<file path="src/rtl/dct_pkg.sv">
// Shared constants and helpers for the DCT input arbitration path.
package dct_pkg;
  localparam int DCT_N         = 4;
  localparam int DCT_BLOCK_LEN = DCT_N * DCT_N;

  typedef enum logic {
    ST_IDLE  = 1'b0,
    ST_GRANT = 1'b1
  } state_e;

  function automatic int mod_inc(input int v, input int n);
    return (v + 1 >= n) ? 0 : v + 1;
  endfunction
endpackage

</file>
<file path="src/rtl/rr_pick.sv">
// Rotating-priority encoder: first set req bit scanning from ptr upward, modulo NUM_SRC.
module rr_pick #(
  parameter  int NUM_SRC = 4,
  localparam int SRC_W   = $clog2(NUM_SRC)
) (
  input  logic [NUM_SRC-1:0] req,
  input  logic [SRC_W-1:0]   ptr,
  output logic [SRC_W-1:0]   idx,
  output logic               any
);
  // Scan farthest-first so the closest requester to ptr is the final write.
  always_comb begin
    logic [SRC_W-1:0] j;
    j   = '0;
    idx = '0;
    any = 1'b0;
    for (int k = NUM_SRC - 1; k >= 0; k--) begin
      j = SRC_W'((int'(ptr) + k) % NUM_SRC);
      if (req[j]) begin
        idx = j;
        any = 1'b1;
      end
    end
  end
endmodule

</file>
<file path="src/rtl/dct_block_arbiter.sv">
// Block-granular round-robin arbiter feeding one DCT input stream from NUM_SRC sources.
module dct_block_arbiter
  import dct_pkg::*;
#(
  parameter  int NUM_SRC    = 4,
  parameter  int DATA_WIDTH = 8,
  parameter  int BLOCK_LEN  = DCT_BLOCK_LEN,
  localparam int SRC_W      = $clog2(NUM_SRC)
) (
  input  logic                          clk,
  input  logic                          reset,
  input  logic [NUM_SRC-1:0]            s_valid,
  output logic [NUM_SRC-1:0]            s_ready,
  input  logic [NUM_SRC*DATA_WIDTH-1:0] s_data,
  output logic                          m_valid,
  input  logic                          m_ready,
  output logic [DATA_WIDTH-1:0]         m_data,
  output logic [SRC_W-1:0]              m_src,
  output logic                          m_last,
  output logic                          busy
);
  localparam int CNT_W = $clog2(BLOCK_LEN);

  state_e                             state;
  logic [SRC_W-1:0]                   grant, rr_ptr, pick_ptr, pick_idx;
  logic [CNT_W-1:0]                   beat_cnt;
  logic                               pick_any, at_last, xfer;
  logic [NUM_SRC-1:0][DATA_WIDTH-1:0] data_v;

  assign data_v  = s_data;
  assign at_last = (beat_cnt == CNT_W'(BLOCK_LEN - 1));
  assign xfer    = (state == ST_GRANT) && s_valid[grant] && m_ready;
  // While granted, the finishing source sits at lowest priority for the next block.
  assign pick_ptr = (state == ST_GRANT) ? SRC_W'(mod_inc(int'(grant), NUM_SRC)) : rr_ptr;

  rr_pick #(.NUM_SRC(NUM_SRC)) u_pick (
    .req (s_valid),
    .ptr (pick_ptr),
    .idx (pick_idx),
    .any (pick_any)
  );

  always_ff @(posedge clk or negedge reset) begin
    if (!reset) begin
      state    <= ST_IDLE;
      grant    <= '0;
      beat_cnt <= '0;
      rr_ptr   <= '0;
    end else begin
      case (state)
        ST_IDLE: begin
          if (pick_any) begin
            grant    <= pick_idx;
            beat_cnt <= '0;
            state    <= ST_GRANT;
          end
        end
        ST_GRANT: begin
          if (xfer) begin
            if (at_last) begin
              rr_ptr   <= pick_ptr;
              beat_cnt <= '0;
              if (pick_any) grant <= pick_idx;
              else          state <= ST_IDLE;
            end else begin
              beat_cnt <= beat_cnt + CNT_W'(1);
            end
          end
        end
        default: state <= ST_IDLE;
      endcase
    end
  end

  always_comb begin
    s_ready = '0;
    m_valid = 1'b0;
    m_data  = '0;
    m_src   = '0;
    m_last  = 1'b0;
    busy    = 1'b0;
    if (state == ST_GRANT) begin
      busy           = 1'b1;
      m_valid        = s_valid[grant];
      m_data         = data_v[grant];
      m_src          = grant;
      m_last         = at_last;
      s_ready[grant] = m_ready;
    end
  end
endmodule

</file>
<file path="config.mk">
export PLATFORM = sky130hd
export DESIGN_NAME = dct_block_arbiter
export DESIGN_NICKNAME = d
export VERILOG_FILES = /design/src/rtl/dct_pkg.sv /design/src/rtl/rr_pick.sv /design/src/rtl/dct_block_arbiter.sv
export SDC_FILE = /design/constraint.sdc
export NUM_CORES = 1
export LEC_CHECK = 0
export ABC_CLOCK_PERIOD_IN_PS = 3470
export BUFFER_PORTS_ARGS = -buffer_cell sky130_fd_sc_hd__buf_2
export CAP_MARGIN = 0
export CORE_UTILIZATION = 46
export DETAILED_ROUTE_END_ITERATION = 8
export MAX_ROUTING_LAYER = met4
export PLACE_DENSITY = 0.84
export SLEW_MARGIN = 30
export SYNTH_ARGS = -nofsm -noshare
export SYNTH_HDL_FRONTEND = slang
export SYNTH_SLANG_ARGS = --single-unit
export TNS_END_PERCENT = 5
</file>
<file path="constraint.sdc">
create_clock -name clk -period 3.47 [get_ports clk]
set_input_delay 0.347 -clock clk [delete_from_list [all_inputs] [get_ports clk]]
set_output_delay 0.347 -clock clk [all_outputs]
set_load 0.02 [all_outputs]
</file>
==> metrics.txt <==
# TYPE chip_impl_metric gauge
chip_impl_metric{name="dpl.cell_count",unit=""} 168
chip_impl_metric{name="setup_viol_count_final",unit=""} 0
chip_impl_metric{name="post_dp_cell_area",unit="sq mm"} 0.00122
chip_impl_metric{name="synth_cells",unit=""} 93
chip_impl_metric{name="clockBufferDepth",unit=""} 2
chip_impl_metric{name="hold-worst-slack",unit="ps"} 418
chip_impl_metric{name="synth.top_cell.area_share",unit=""} 0.240
chip_impl_metric{name="final_net_count",unit=""} 193
chip_impl_metric{name="synth_enable_flop_cells",unit=""} 0
chip_impl_metric{name="die_height",unit="um"} 47.2
chip_impl_info{name="slowest_stage",value="sky130_fd_sc_hd__dfrtp_1"} 1
chip_impl_info{name="timing.critical_path.max_delay_family",value="flip-flops"} 1
chip_impl_metric{name="worst-path-max-fanout",unit=""} 15
chip_impl_metric{name="syn_area_per_cell",unit="sq um"} 10.1
chip_impl_metric{name="start_util",unit=""} 0.516
chip_impl_metric{name="grt_start_max_net_pins",unit=""} 28
chip_impl_info{name="synth.cells.most_frequent",value="13 x sky130_fd_sc_hd__and2_1, 9 x sky130_fd_sc_hd__dfrtp_1, 9 x sky130_fd_sc_hd__mux4_2, 6 x sky130_fd_sc_hd__nand2_1, 6 x sky130_fd_sc_hd__nand3_1"} 1
chip_impl_metric{name="netlist_area",unit="sq um"} 940
chip_impl_metric{name="cts_sinks",unit=""} 9
chip_impl_metric{name="worst_ep_arrival_time",unit="ps"} 2040
chip_impl_metric{name="syn-num-nets",unit=""} 137
chip_impl_info{name="min_path_type",value="in -> reg"} 1
chip_impl_info{name="worstSetupPathType",value="reg -> out"} 1
chip_impl_metric{name="dp_hpwl",unit="mm"} 1.82
chip_impl_metric{name="share_of_synthesized_registers_carrying_an_async_set_or_reset",unit=""} 1.00
chip_impl_metric{name="globalRoute.totalOverflow",unit=""} 0
chip_impl_metric{name="core_area",unit="sq mm"} 0.00182
chip_impl_metric{name="report.final.slew_viol_count",unit=""} 0
chip_impl_metric{name="post-route-min-period",unit="ps"} 2390
chip_impl_metric{name="die-area",unit="sq mm"} 0.00223
chip_impl_metric{name="tns_setup",unit="ps"} 0
chip_impl_info{name="synthMostInstantiatedCell",value="sky130_fd_sc_hd__and2_1"} 1
chip_impl_info{name="rsz0062_at_grt",value="no"} 1
chip_impl_metric{name="final_hold_violations",unit=""} 0
chip_impl_metric{name="place.port_buffers",unit=""} 55
chip_impl_metric{name="number_of_antenna_violations_at_the_first_check_in_global_routing",unit=""} 0
chip_impl_metric{name="route.detailed.vias_per_inst",unit=""} 5.36
chip_impl_metric{name="slowest_delay",unit="ps"} 790
chip_impl_metric{name="ant_nets",unit=""} 0
chip_impl_metric{name="design.portCount",unit=""} 56
chip_impl_metric{name="place.gp.congestion",unit=""} 0.865
chip_impl_metric{name="total_leakage_power",unit="nW"} 0.652
chip_impl_metric{name="finClkSkew",unit="ps"} 0.375
chip_impl_metric{name="worst_skew_pair_latency",unit="ps"} 250
chip_impl_metric{name="grt_util_all_layers",unit=""} 0.203
chip_impl_metric{name="die_w",unit="um"} 47.2
chip_impl_metric{name="slew_headroom",unit=""} 0.510
chip_impl_metric{name="layoutNonFillerInstCount",unit=""} 173
chip_impl_metric{name="post_cts_resized",unit=""} 0
chip_impl_metric{name="maxCapViolCount",unit=""} 0
chip_impl_metric{name="h_tree_levels",unit=""} 1
chip_impl_metric{name="design_area",unit="sq mm"} 0.00126
chip_impl_metric{name="rows",unit=""} 15
chip_impl_info{name="tritoncts_clock_tree",value="built"} 1
chip_impl_metric{name="first_pass_drt_iterations",unit=""} 4
chip_impl_info{name="worstSetupStartpointType",value="register"} 1
chip_impl_metric{name="global_route_wire_length_before_repair",unit="mm"} 3.13
chip_impl_metric{name="drc",unit=""} 0
chip_impl_metric{name="areaGrowthSynthToFinish",unit="%"} 34.2
chip_impl_info{name="crit_path_cell_trace",value="mux4_2 > and2_1 > buf_2"} 1
chip_impl_metric{name="wl",unit="mm"} 2.19
chip_impl_metric{name="first_global_vias",unit=""} 759
chip_impl_metric{name="fillerInstances",unit=""} 157
chip_impl_metric{name="route.vias.total",unit=""} 928
chip_impl_info{name="status",value="completed"} 1
chip_impl_metric{name="tightestPinTransition",unit="ps"} 734
chip_impl_metric{name="yosysSeqAreaShare",unit=""} 0.240
chip_impl_metric{name="number_of_cts_inserted_buffers",unit=""} 3
chip_impl_metric{name="synth_warnings",unit=""} 0
chip_impl_metric{name="share_of_the_clock_period_used_by_the_worst_path",unit=""} 0.689
chip_impl_info{name="worst_setup_path_end_kind",value="output pin"} 1
chip_impl_metric{name="layout-drive-gt1-share",unit=""} 0.500
chip_impl_metric{name="total_power_divided_by_cell_area",unit="mW/mm^2"} 741
chip_impl_metric{name="wire_per_inst",unit="um"} 12.6
chip_impl_metric{name="cts.reportedPaths.clkPinSlew",unit="ps"} 60
chip_impl_metric{name="achievable_clock_frequency",unit="MHz"} 418
chip_impl_metric{name="power.ir.vdd_worst",unit="V"} 0.000532
chip_impl_metric{name="worst_path_buf_inv",unit=""} 1
chip_impl_metric{name="yosys_reg_bits",unit=""} 9
chip_impl_info{name="synth_ff_type",value="sky130_fd_sc_hd__dfrtp_1"} 1
chip_impl_metric{name="drt_iter0_markers",unit=""} 16
chip_impl_metric{name="critical_path_required",unit="ps"} 3120
chip_impl_info{name="synthDominantAreaCellType",value="sky130_fd_sc_hd__dfrtp_1"} 1
chip_impl_metric{name="ys_types",unit=""} 35
chip_impl_metric{name="antenna_cells_inserted",unit=""} 0
chip_impl_info{name="ys_top_cells_by_area",value="sky130_fd_sc_hd__dfrtp_1 24%, sky130_fd_sc_hd__mux4_2 22%, sky130_fd_sc_hd__and2_1 8.7%"} 1
chip_impl_info{name="clock_tree.root_cell",value="sky130_fd_sc_hd__clkbuf_4"} 1
[sequential cells by signal (all words and copies together), names as in the netlist]
register / count
beat_cnt: 4
grant: 2
rr_ptr: 2
state: 1
[kinds of logic (layout without fill, tap and decap cells)]
kind of cell / Yosys count / count (layout) / synth area share
simple gates: 42 / 42 / 0.272
xor+xnor: 1 / 1 / 0.00932
flops: 9 / 9 / 0.240
fa+ha+maj: 5 / 5 / 0.0666
mux: 12 / 12 / 0.250
compound gates: 14 / 14 / 0.120
buf+inv: 10 / 65 / 0.0426
[path summary, 6_finish.rpt]
check	start	to	slack [ps]	cells past startpoint
setup / recovery	grant[0]$_DFFE_PN0P_	m_valid	1080	3
hold / removal	s_valid[2]	state$_DFF_PN0_	420	3
setup reg to reg	grant[0]$_DFFE_PN0P_	grant[1]$_DFFE_PN0P_	1280	6
hold reg to reg	beat_cnt[3]$_DFFE_PN0P_	beat_cnt[3]$_DFFE_PN0P_	480	1
max in group asynchronous	reset	grant[1]$_DFFE_PN0P_	2830	2
min in group asynchronous	reset	rr_ptr[0]$_DFFE_PN0P_	470	2
[cell usage in the layout, fill, tap and decap left out]
master,count
sky130_fd_sc_hd__a311o_1,1
sky130_fd_sc_hd__o21ai_0,2
sky130_fd_sc_hd__mux2_2,1
sky130_fd_sc_hd__and2_1,13
sky130_fd_sc_hd__dlygate4sd3_1,1
sky130_fd_sc_hd__nand3_2,1
sky130_fd_sc_hd__o311ai_1,1
sky130_fd_sc_hd__buf_2,55
sky130_fd_sc_hd__clkbuf_1,1
sky130_fd_sc_hd__nand2_1,6
sky130_fd_sc_hd__a22o_1,1
sky130_fd_sc_hd__nor2_1,2
sky130_fd_sc_hd__xnor2_1,1
sky130_fd_sc_hd__o41ai_1,1
sky130_fd_sc_hd__o22ai_1,1
sky130_fd_sc_hd__and2_4,1
sky130_fd_sc_hd__nor3_1,1
sky130_fd_sc_hd__or2_1,1
sky130_fd_sc_hd__and3_1,5
sky130_fd_sc_hd__mux4_2,9
sky130_fd_sc_hd__nand3_1,6
sky130_fd_sc_hd__mux2_1,1
sky130_fd_sc_hd__inv_1,5
sky130_fd_sc_hd__nor4_1,1
sky130_fd_sc_hd__nand4_4,1
sky130_fd_sc_hd__or2_2,1
sky130_fd_sc_hd__nor2b_1,2
sky130_fd_sc_hd__clkbuf_4,3
sky130_fd_sc_hd__o31ai_2,2
sky130_fd_sc_hd__or3_1,1
sky130_fd_sc_hd__a21oi_1,2
sky130_fd_sc_hd__dfrtp_1,9
sky130_fd_sc_hd__mux2i_1,1
sky130_fd_sc_hd__o211a_1,1
sky130_fd_sc_hd__o21a_1,2
sky130_fd_sc_hd__ha_1,5
[metrics by stage]
| stage | worst slack [ps] | utilization | power, mW |
|---|---|---|---|
| after detailed placement | 1250 | 0.673 | 0.865 |
| final | 1080 | 0.693 | 0.934 |
| after floorplan | 1520 | - | 0.706 |
| after global placement | 1350 | 0.673 | 0.847 |
| after CTS | 1040 | 0.693 | 0.945 |
| after global routing | 932 | 0.693 | 1.03 |
[layer usage]
metal / track usage / vias up / share of wire / routed length, um
met4: 0.0571 / 0 / 0 / 0
li1: - / 457 / - / -
met5: - / - / 0 / 0
met2: 0.358 / 40 / 0.49 / 1080
met1: 0.241 / 431 / 0.43 / 939
met3: 0.0269 / 0 / 0.076 / 167
[what timing repair did]
action                                  in CTS  in global routing
hold buffers                                 1                  0
hold endpoints to repair                     9                  0
endpoints found under the setup margin       0                  0
buffers inserted                             0                  0
[area by class of cell]
cell class                      count  area, sq um  share of cell area
Inverter                            5         18.8              0.0149
Tap cell                           25         31.3              0.0248
Clock buffer                        4         26.3              0.0208
Timing Repair Buffer               56          285               0.226
Multi-Input combinational cell     74          674               0.535
Sequential cell                     9          225               0.179
[tightest hold or removal path, delay by kind of cell]
| family | cells | cell delay, ps |
|---|---|---|
| and+or+nand+nor | 2 | 170 |
| buffers and inverters | 1 | 120 |
[where the power goes]
part	switching (mW)	internal [mW]	total, mW
clock network	0.0333	0.0441	0.0774
logic	0.297	0.314	0.611
registers	0.0954	0.150	0.246
Note: power is estimated with default switching activity, not from simulation.
